--- config.mk ---
export PLATFORM = sky130hd
export DESIGN_NAME = mem_port_arbiter_flat
export DESIGN_NICKNAME = d
export VERILOG_FILES = /design/src/rtl/mem_port_arbiter_pkg.sv /design/src/rtl/mem_port_arbiter_if.sv /design/src/rtl/arb_watchdog.sv /design/src/rtl/mem_port_arbiter.sv /design/src/flat_wrapper.sv
export SDC_FILE = /design/constraint.sdc
export NUM_CORES = 1
export LEC_CHECK = 0
export CAP_MARGIN = 20
export CORE_AREA = 2 2 142 144
export DETAILED_ROUTE_END_ITERATION = 8
export DIE_AREA = 0 0 144 146
export PLACE_DENSITY = 0.57
export SYNTH_ARGS = -nofsm -noshare
export SYNTH_HDL_FRONTEND = slang
export SYNTH_SLANG_ARGS = --single-unit
--- constraint.sdc ---
create_clock -name clk -period 6.8 [get_ports clk]
set_input_delay 1.02 -clock clk [delete_from_list [all_inputs] [get_ports clk]]
set_output_delay 1.02 -clock clk [all_outputs]
set_load 0.05 [all_outputs]
--- src/rtl/mem_port_arbiter_pkg.sv ---
// rtl/mem_port_arbiter_pkg.sv - arbiter FSM encodings and shared access-size codes
package mem_port_arbiter_pkg;

    typedef enum logic [1:0] {
        ARB_IDLE = 2'b00,
        ARB_DGNT = 2'b01,
        ARB_IGNT = 2'b10,
        ARB_DONE = 2'b11
    } arb_state_t;

    localparam logic [2:0] DM_WORD = 3'b000;
    localparam logic [2:0] DM_BYTE = 3'b011;

endpackage

--- src/rtl/mem_port_arbiter_if.sv ---
// rtl/mem_port_arbiter_if.sv - fetch, data and external bus signals of the port arbiter
interface mem_port_arbiter_if;
    logic        if_req;
    logic [31:0] if_addr;
    logic [31:0] if_rdata;
    logic        if_ack;

    logic        dm_req;
    logic        dm_we;
    logic [2:0]  dm_ctrl;
    logic [31:0] dm_addr;
    logic [31:0] dm_wdata;
    logic [31:0] dm_rdata;
    logic        dm_ack;

    logic        bus_req;
    logic        bus_we;
    logic [2:0]  bus_ctrl;
    logic [31:0] bus_addr;
    logic [31:0] bus_wdata;
    logic [31:0] bus_rdata;
    logic        bus_ready;

    logic        stall;
    logic        bus_err;

    // Pipeline and memory side: drives requests and bus responses.
    modport master (
        output if_req, if_addr, dm_req, dm_we, dm_ctrl, dm_addr, dm_wdata,
               bus_rdata, bus_ready,
        input  if_rdata, if_ack, dm_rdata, dm_ack,
               bus_req, bus_we, bus_ctrl, bus_addr, bus_wdata, stall, bus_err
    );

    // Arbiter view.
    modport slave (
        input  if_req, if_addr, dm_req, dm_we, dm_ctrl, dm_addr, dm_wdata,
               bus_rdata, bus_ready,
        output if_rdata, if_ack, dm_rdata, dm_ack,
               bus_req, bus_we, bus_ctrl, bus_addr, bus_wdata, stall, bus_err
    );
endinterface

--- src/rtl/arb_watchdog.sv ---
// rtl/arb_watchdog.sv - bus wait-cycle counter that flags an unanswered access
module arb_watchdog #(
    parameter int TIMEOUT_CYC = 255,
    parameter int CNT_W       = 8
) (
    input  logic clk,
    input  logic reset,
    input  logic clear,
    input  logic enable,
    output logic expire
);
    logic [CNT_W-1:0] cnt;

    always_ff @(posedge clk or posedge reset) begin
        if (reset) begin
            cnt <= '0;
        end else if (clear) begin
            cnt <= '0;
        end else if (enable) begin
            cnt <= cnt + 1'b1;
        end
    end

    assign expire = (cnt == CNT_W'(TIMEOUT_CYC - 1));
endmodule

--- src/rtl/mem_port_arbiter.sv ---
// rtl/mem_port_arbiter.sv - shares one memory bus between instruction fetch and data access
module mem_port_arbiter
    import mem_port_arbiter_pkg::*;
#(
    parameter int TIMEOUT_CYC = 255,
    parameter int CNT_W       = 8
) (
    input  logic clk,
    input  logic reset,
    mem_port_arbiter_if.slave port
);
    arb_state_t  state, state_nxt;

    logic        grant_d, grant_i, busy, finish_ok, finish_to;
    logic        wd_clear, wd_enable, wd_expire;

    logic        bus_req_r, bus_we_r, if_ack_r, dm_ack_r, bus_err_r;
    logic [2:0]  bus_ctrl_r;
    logic [31:0] bus_addr_r, bus_wdata_r, if_rdata_r, dm_rdata_r;
    logic [31:0] cap_data;

    always_ff @(posedge clk or posedge reset) begin
        if (reset) begin
            state <= ARB_IDLE;
        end else begin
            state <= state_nxt;
        end
    end

    always_comb begin
        state_nxt = state;
        case (state)
            ARB_IDLE: begin
                if (port.dm_req) begin
                    state_nxt = ARB_DGNT;
                end else if (port.if_req) begin
                    state_nxt = ARB_IGNT;
                end
            end
            ARB_DGNT, ARB_IGNT: begin
                if (port.bus_ready || wd_expire) begin
                    state_nxt = ARB_DONE;
                end
            end
            default: state_nxt = ARB_IDLE;
        endcase
    end

    // Data wins over fetch in IDLE: the data access belongs to the older instruction.
    always_comb begin
        grant_d   = (state == ARB_IDLE) && port.dm_req;
        grant_i   = (state == ARB_IDLE) && !port.dm_req && port.if_req;
        busy      = (state == ARB_DGNT) || (state == ARB_IGNT);
        finish_ok = busy && port.bus_ready;
        finish_to = busy && !port.bus_ready && wd_expire;
        wd_enable = busy && !port.bus_ready && !wd_expire;
        wd_clear  = !busy;
        cap_data  = finish_ok && !bus_we_r ? port.bus_rdata : 32'h0;
    end

    arb_watchdog #(
        .TIMEOUT_CYC (TIMEOUT_CYC),
        .CNT_W       (CNT_W)
    ) u_watchdog (
        .clk    (clk),
        .reset  (reset),
        .clear  (wd_clear),
        .enable (wd_enable),
        .expire (wd_expire)
    );

    always_ff @(posedge clk or posedge reset) begin
        if (reset) begin
            bus_req_r   <= 1'b0;
            bus_we_r    <= 1'b0;
            bus_ctrl_r  <= 3'b000;
            bus_addr_r  <= 32'h0;
            bus_wdata_r <= 32'h0;
            if_rdata_r  <= 32'h0;
            dm_rdata_r  <= 32'h0;
            if_ack_r    <= 1'b0;
            dm_ack_r    <= 1'b0;
            bus_err_r   <= 1'b0;
        end else begin
            if_ack_r <= 1'b0;
            dm_ack_r <= 1'b0;
            if (grant_d) begin
                bus_req_r   <= 1'b1;
                bus_we_r    <= port.dm_we;
                bus_ctrl_r  <= port.dm_ctrl;
                bus_addr_r  <= port.dm_addr;
                bus_wdata_r <= port.dm_wdata;
            end else if (grant_i) begin
                bus_req_r   <= 1'b1;
                bus_we_r    <= 1'b0;
                bus_ctrl_r  <= DM_WORD;
                bus_addr_r  <= port.if_addr;
            end
            // Stores and timeouts both return zero data; the ack lands in DONE.
            if (finish_ok || finish_to) begin
                bus_req_r <= 1'b0;
                if (state == ARB_DGNT) begin
                    dm_rdata_r <= cap_data;
                    dm_ack_r   <= 1'b1;
                end else begin
                    if_rdata_r <= cap_data;
                    if_ack_r   <= 1'b1;
                end
            end
            if (finish_to) begin
                bus_err_r <= 1'b1;
            end
        end
    end

    assign port.bus_req   = bus_req_r;
    assign port.bus_we    = bus_we_r;
    assign port.bus_ctrl  = bus_ctrl_r;
    assign port.bus_addr  = bus_addr_r;
    assign port.bus_wdata = bus_wdata_r;
    assign port.if_rdata  = if_rdata_r;
    assign port.if_ack    = if_ack_r;
    assign port.dm_rdata  = dm_rdata_r;
    assign port.dm_ack    = dm_ack_r;
    assign port.bus_err   = bus_err_r;
    assign port.stall     = (port.if_req && !if_ack_r) || (port.dm_req && !dm_ack_r);
endmodule
--- src/flat_wrapper.sv ---
// flat-port wrapper written by rule: the top's interface ports become plain ports
module mem_port_arbiter_flat import mem_port_arbiter_pkg::*;
#(
    parameter int TIMEOUT_CYC = 255,
    parameter int CNT_W       = 8
)
  (clk, reset, port_if_req, port_if_addr, port_dm_req, port_dm_we, port_dm_ctrl, port_dm_addr, port_dm_wdata, port_bus_rdata, port_bus_ready, port_if_rdata, port_if_ack, port_dm_rdata, port_dm_ack, port_bus_req, port_bus_we, port_bus_ctrl, port_bus_addr, port_bus_wdata, port_stall, port_bus_err);
  mem_port_arbiter_if port_i ();
  input  logic clk;
  input  logic reset;
  input wire logic [$bits(port_i.if_req)-1:0] port_if_req;
  input wire logic [$bits(port_i.if_addr)-1:0] port_if_addr;
  input wire logic [$bits(port_i.dm_req)-1:0] port_dm_req;
  input wire logic [$bits(port_i.dm_we)-1:0] port_dm_we;
  input wire logic [$bits(port_i.dm_ctrl)-1:0] port_dm_ctrl;
  input wire logic [$bits(port_i.dm_addr)-1:0] port_dm_addr;
  input wire logic [$bits(port_i.dm_wdata)-1:0] port_dm_wdata;
  input wire logic [$bits(port_i.bus_rdata)-1:0] port_bus_rdata;
  input wire logic [$bits(port_i.bus_ready)-1:0] port_bus_ready;
  output wire logic [$bits(port_i.if_rdata)-1:0] port_if_rdata;
  output wire logic [$bits(port_i.if_ack)-1:0] port_if_ack;
  output wire logic [$bits(port_i.dm_rdata)-1:0] port_dm_rdata;
  output wire logic [$bits(port_i.dm_ack)-1:0] port_dm_ack;
  output wire logic [$bits(port_i.bus_req)-1:0] port_bus_req;
  output wire logic [$bits(port_i.bus_we)-1:0] port_bus_we;
  output wire logic [$bits(port_i.bus_ctrl)-1:0] port_bus_ctrl;
  output wire logic [$bits(port_i.bus_addr)-1:0] port_bus_addr;
  output wire logic [$bits(port_i.bus_wdata)-1:0] port_bus_wdata;
  output wire logic [$bits(port_i.stall)-1:0] port_stall;
  output wire logic [$bits(port_i.bus_err)-1:0] port_bus_err;
  assign port_i.if_req = port_if_req;
  assign port_i.if_addr = port_if_addr;
  assign port_i.dm_req = port_dm_req;
  assign port_i.dm_we = port_dm_we;
  assign port_i.dm_ctrl = port_dm_ctrl;
  assign port_i.dm_addr = port_dm_addr;
  assign port_i.dm_wdata = port_dm_wdata;
  assign port_i.bus_rdata = port_bus_rdata;
  assign port_i.bus_ready = port_bus_ready;
  assign port_if_rdata = port_i.if_rdata;
  assign port_if_ack = port_i.if_ack;
  assign port_dm_rdata = port_i.dm_rdata;
  assign port_dm_ack = port_i.dm_ack;
  assign port_bus_req = port_i.bus_req;
  assign port_bus_we = port_i.bus_we;
  assign port_bus_ctrl = port_i.bus_ctrl;
  assign port_bus_addr = port_i.bus_addr;
  assign port_bus_wdata = port_i.bus_wdata;
  assign port_stall = port_i.stall;
  assign port_bus_err = port_i.bus_err;
  mem_port_arbiter #(.TIMEOUT_CYC(TIMEOUT_CYC), .CNT_W(CNT_W)) u_core (.clk(clk), .reset(reset), .port(port_i));
endmodule
# After elaboration in Yosys (flattened, before gate mapping)
# Index checks and enable logic that the tools add are counted.
dict set report totals {
  ff_bits 146
  inputBits 137
  output_inout_bits 137
  word_cells 67
}
dict set report op_classes {
  addsub 1
  eq_ne 6
  n_mux 20
  bitwise_logic 1
  reduce_logical 27
}
# operator count
set op_table {}
lappend op_table {{2-to-1 mux 32 bit} 3}
lappend op_table {{2-to-1 mux 8 bit} 2}
lappend op_table {{logical AND 1 bit} 10}
lappend op_table {{2-to-1 mux 1 bit} 9}
lappend op_table {{adder 8 x 1 -> 8 bit (second input constant)} 1}
lappend op_table {{equality test 8 bit (second input constant)} 1}
lappend op_table {{logical NOT 1 bit} 6}
lappend op_table {{2-to-1 mux 2 bit} 3}
lappend op_table {{2-to-1 mux 3 bit} 2}
lappend op_table {{AND reduction 2 bit} 3}
lappend op_table {{logical OR 1 bit} 4}
lappend op_table {{case mux 2 bit (2 select lines)} 1}
lappend op_table {{inequality test 3 bit (second input constant)} 1}
lappend op_table {{nonzero test 3 bit} 1}
lappend op_table {{equality test 2 x 1 -> 1 bit (second input constant)} 1}
lappend op_table {{equality test 2 bit (second input constant)} 1}
lappend op_table {{logical NOT 2 bit} 1}
lappend op_table {{inequality test 2 x 1 -> 1 bit (second input constant)} 1}
lappend op_table {{inequality test 2 bit (second input constant)} 1}
lappend op_table {{nonzero test 2 bit} 1}
lappend op_table {{OR reduction 2 bit} 1}
lappend op_table {{inverter 1 bit} 1}

# Logic depth before layout (Yosys ltp)
dict set report depth {
  word_depth 6
  mapped_depth 9
  ltp_nobuf 6
}

# Modules after synthesis
# From an unflattened synthesis, not the netlist that was laid out.
dict set report hier_totals {
  cells_unflattened 612
  hier_area_um2 5947.0
}
# mod n_inst cells_each area_each_um2 seq_area_each_um2
set modules_own_cells {}
lappend modules_own_cells {mem_port_arbiter 1 570 5540.3 3453.3}
lappend modules_own_cells {arb_watchdog 1 42 406.6 200.2}

# Worst setup path before layout
# Ideal clock, no wire load.
dict set report synth_path {
  kind {input port to output port}
  start {in port_dm_req}
  end {out port_stall}
  t_arrival_ps 1830
  required_time_ps 5780
  path_slack_ps 3950
  path_stages 2
  path_buffers 0
  path_cell_list {inv_1 o22ai_1}
}
dict set report synth_via {
  elab_chain_len 2
}
# item line
set synth_rtl {}
lappend synth_rtl {{start, declared} flat_wrapper.sv:13} ;# input wire logic [$bits(port_i.dm_req)-1:0] port_dm_req;
lappend synth_rtl {{logical AND 1 bit} mem_port_arbiter.sv:126} ;# assign port.stall = (port.if_req && !if_ack_r) || (port.dm_req && !dm_ack_r);
lappend synth_rtl {{logical OR 1 bit} mem_port_arbiter.sv:126}
lappend synth_rtl {{end, declared} flat_wrapper.sv:29} ;# output wire logic [$bits(port_i.stall)-1:0] port_stall;
# Every way passes these cells.

# Final worst setup path
dict set report layout_path {
  start {in port_if_req}
  end {out port_stall}
}
dict set report layout_via {
  elab_chain_len 2
}
# item line
set layout_rtl {}
lappend layout_rtl {{start, declared} flat_wrapper.sv:11} ;# input wire logic [$bits(port_i.if_req)-1:0] port_if_req;
lappend layout_rtl {{logical AND 1 bit} mem_port_arbiter.sv:126}
lappend layout_rtl {{logical OR 1 bit} mem_port_arbiter.sv:126}
# Every way passes these cells.

==> impl_summary.log <==
INFO  metric drtPass1Iterations = 5
INFO  metric p_seq_share = between 20% and 30%
INFO  metric worst_ep_arrival_time = between 2 and 3 ns
INFO  metric die_area = between 20,000 and 25,000 sq um
INFO  metric combPwrFrac = 55.2%
INFO  metric antenna_violating_nets_post_route = 0
INFO  metric swShare = a little under half
INFO  metric largest_net_degree_at_the_start_of_global_routing = 75
INFO  metric critical_path.cell_chain = clkdlybuf4s50_1 > inv_1 > o22ai_1 > clkdlybuf4s50_1
INFO  metric insertion_delay = approximately 0.41 ns
INFO  metric power.switching = around 0.0026 W
INFO  metric timing.clock.skew = between 0.007 and 0.008 ns
INFO  metric post_synth_instance_area = 5800 sq um
INFO  metric die_extent_in_y = around 150 um
INFO  metric finalHoldViolations = 0
INFO  metric cts_hold_repair.buffers = 0
INFO  metric synth_cell_type_count = 38
INFO  metric intPower = between 0.002 and 0.003 W
INFO  metric synthesis.instances = between 400 and 500
INFO  metric via_per_inst = approximately 4.6
INFO  metric buffering_stage_count_on_the_worst_path_with_inverters_included = 3
INFO  metric final_period_minus_worst_setup_slack = between 3 and 4 ns
INFO  metric slew_viol_final = 0
INFO  metric grt_pass1_vias = ~4,700
INFO  metric drv.max_cap_violation_count = 0
INFO  metric synth_top_flop_cell = sky130_fd_sc_hd__dfrtp_1
INFO  metric core_area = 19,300 sq um
INFO  metric first_iter_violations = around 170
INFO  metric element_type_at_the_critical_path_start = input port
INFO  metric overflow_after_grt = 0
INFO  metric total_wire_length_after_detailed_routing = roughly 18,000 um
INFO  metric drc = 0
INFO  metric critPathMaxStageDelay = 0.89 ns
INFO  metric post_route_hold_slack = about 0.48 ns
INFO  metric worst_path_max_delay_cell = sky130_fd_sc_hd__clkdlybuf4s50_1
INFO  metric timing.final.crit_share = 54.7%
INFO  metric postSynth.asyncResetShare = between 90% and 100%
INFO  metric layout.cells.most_common_list = sky130_fd_sc_hd__clkdlybuf4s50_1 (273), sky130_fd_sc_hd__dfrtp_1 (146), sky130_fd_sc_hd__a22o_1 (68)
INFO  metric cellLeakagePower = between 3 and 4 nW
INFO  metric post-dp-hpwl = roughly 13,000 um
INFO  metric postSynthRegisterBits = between 100 and 150
INFO  metric synth_fp_nets = 580
INFO  metric rsz0062_at_grt = false
INFO  metric synth_enable_flop_cells = 0
INFO  metric min_path_type = reg2reg
INFO  metric grt_antenna_before_repair = 0
INFO  metric ctsResizeCount = 0
INFO  metric placement.io_buffers = around 270
INFO  metric seq_area_frac_synth = between 60% and 70%
INFO  metric design.final.nets = 850
INFO  metric crit_fanout = 3
INFO  metric tritoncts.num_buffers = 17
INFO  metric vdd_ir_drop_max = about 0.00027 V
INFO  metric worstMarginPinSlew = a little over 0.9 ns
INFO  metric fin_setup_tns = 0 ns
INFO  metric cts_max_level = 4
INFO  metric sink_count = between 100 and 150
INFO  metric critPathTopFamily = buffers and inverters
INFO  metric routed_length_per_placed_instance = ~18 um
INFO  metric cpMostUsedCell = sky130_fd_sc_hd__clkdlybuf4s50_1
INFO  metric insertedDiodeCount = 0
INFO  metric clk_pin_slew_worst_paths = 0.06 ns
INFO  metric gp_congestion = approximately 0.83
INFO  metric start_util = between 20 and 30%
INFO  metric groute.usage.overall = ~17%
INFO  metric post_synth.cell_area_avg = approximately 13 sq um
INFO  metric floorplan.rows = 51
INFO  metric post_cts_setup_buffers = 0
INFO  metric relSlewSlack = ~38%
INFO  metric power_density = a little under 600 nW/um^2
INFO  metric cts_max_path_buffers = 2
INFO  metric setup.worst_path.class = in2out
INFO  metric clk_pwr_share = between 15 and 20%
INFO  metric grt_first_pass_wirelength = between 20,000 and 30,000 um
INFO  metric io_pins = 274
INFO  metric synthToLayoutAreaGrowth = 62.3%
INFO  metric post-layout-total-power = ~0.0055 W
INFO  metric crit_path_end_kind = output port
INFO  metric tritoncts = done
INFO  metric numPlacedInstances = roughly 950
INFO  metric run_status = finished clean
INFO  metric final-setup-viol-count = 0
INFO  metric timing.critical_path.required = ~5.8 ns
INFO  metric final_common_cell = sky130_fd_sc_hd__clkdlybuf4s50_1
INFO  metric via_count = roughly 4,600
INFO  metric final_cell_count_without_fillers = slightly below 1,000
INFO  metric peak_clock_frequency_supported_by_timing = roughly 0.27 GHz
INFO  metric ys.warnings.count = 0
INFO  metric clock_tree_root = sky130_fd_sc_hd__clkbuf_16
INFO  metric final_layout_size_suffix_gt1_share = between 10% and 20%
INFO  metric fillers = between 1,500 and 2,000
INFO  metric die_w = about 140 um
tightest hold or removal path: cells and delay by family, from the launching register on:
family          cells  cell delay (ns)
flops               1             0.34
compound gates      1             0.06
simple gates        1             0.04
path summary, 6_finish.rpt:
kind,from,to,slack (ns),cells past startpoint
max,port_if_req,port_stall,3.08,4
min,u_core.port.bus_addr[17]$_DFFE_PP0P_,u_core.port.bus_addr[17]$_DFFE_PP0P_,0.48,2
max reg2reg,u_core.state[1]$_DFFE_PP0P_,u_core.port.bus_addr[17]$_DFFE_PP0P_,4.42,6
min reg2reg,u_core.port.bus_addr[17]$_DFFE_PP0P_,u_core.port.bus_addr[17]$_DFFE_PP0P_,0.48,2
max in group asynchronous,reset,u_core.port.dm_rdata[18]$_DFFE_PP0P_,4.29,3
min in group asynchronous,reset,u_core.port.bus_wdata[30]$_DFFE_PP0P_,1.08,2
Yosys cell counts (2+ instances only):
cell                       number  area, sq um
sky130_fd_sc_hd__buf_6          3         33.8
sky130_fd_sc_hd__clkbuf_1       7         26.3
sky130_fd_sc_hd__mux2i_1       36          360
sky130_fd_sc_hd__nor2_1         2         7.51
sky130_fd_sc_hd__nand4_1        5         31.3
sky130_fd_sc_hd__mux2_2        32          360
sky130_fd_sc_hd__dfrtp_1      146         3650
sky130_fd_sc_hd__ha_1           5         62.6
sky130_fd_sc_hd__nand2b_1       2         12.5
sky130_fd_sc_hd__o21ai_1        6         30.0
sky130_fd_sc_hd__nand3_1        2         10.0
sky130_fd_sc_hd__nand2_1       44          165
sky130_fd_sc_hd__buf_2         17         85.1
sky130_fd_sc_hd__o21ai_0       32          160
sky130_fd_sc_hd__inv_1          9         33.8
sky130_fd_sc_hd__a22o_1        68          596
logic make-up after synthesis:
group	share of synthesized area [%]
multiplexers	12.4
AO/OA/AOI/OAI	15.1
adder cells (fa/ha/maj)	1.08
buffers and inverters	3.35
flip-flops	63.0
AND/OR/NAND/NOR	4.86
XOR/XNOR	0.151
sequential cells by signal, summed over array words and instances (netlist names):
name / cells
u_core.port.bus_err: 1
u_core.u_watchdog.cnt: 8
u_core.state: 2
u_core.port.if_ack: 1
u_core.port.dm_rdata: 32
u_core.port.bus_req: 1
u_core.port.bus_ctrl: 3
u_core.port.dm_ack: 1
u_core.port.if_rdata: 32
u_core.port.bus_we: 1
u_core.port.bus_wdata: 32
u_core.port.bus_addr: 32
power by group through the flow:
stage	registers (W)	clock network, W	logic (W)
final	0.00147	0.000980	0.00302
after CTS	0.00147	0.00101	0.00306
after detailed placement	0.00148	0	0.00305
after global placement	0.00147	0	0.00302
after global routing	0.00152	0.00105	0.00316
after floorplan	0.00273	0	0.000727
cell type report:
type | instances | area, sq um | area share, %
repair buffers | 280 | 2790 | 29.6
well taps | 265 | 332 | 3.52
multi-input cells | 253 | 1970 | 21.0
inverters | 10 | 42.5 | 0.452
flip-flops and latches | 146 | 3650 | 38.8
clock inverters | 15 | 195 | 2.07
clock buffers | 17 | 425 | 4.52
metal layers:
| metal | routed length, um | global-route usage [%] | part of all wire [%] |
|---|---|---|---|
| met2 | 9150 | 28.7 | 52 |
| met5 | 0 | 0 | 0 |
| met1 | 7180 | 20.4 | 41 |
| met4 | 412 | 5.83 | 2.3 |
| met3 | 842 | 4.74 | 4.8 |
per-stage QoR:
stage / setup WS (ns) / util [%] / instance area, sq um
floorplan: 1.86 / - / 5800
global placement: 3.03 / 45.4 / 8790
detailed placement: 3.04 / 45.4 / 8790
CTS: 3.05 / 48.7 / 9410
global route: 3.02 / 48.7 / 9410
finish: 3.08 / 48.7 / 9410
Power figures use the tool's default switching activity.
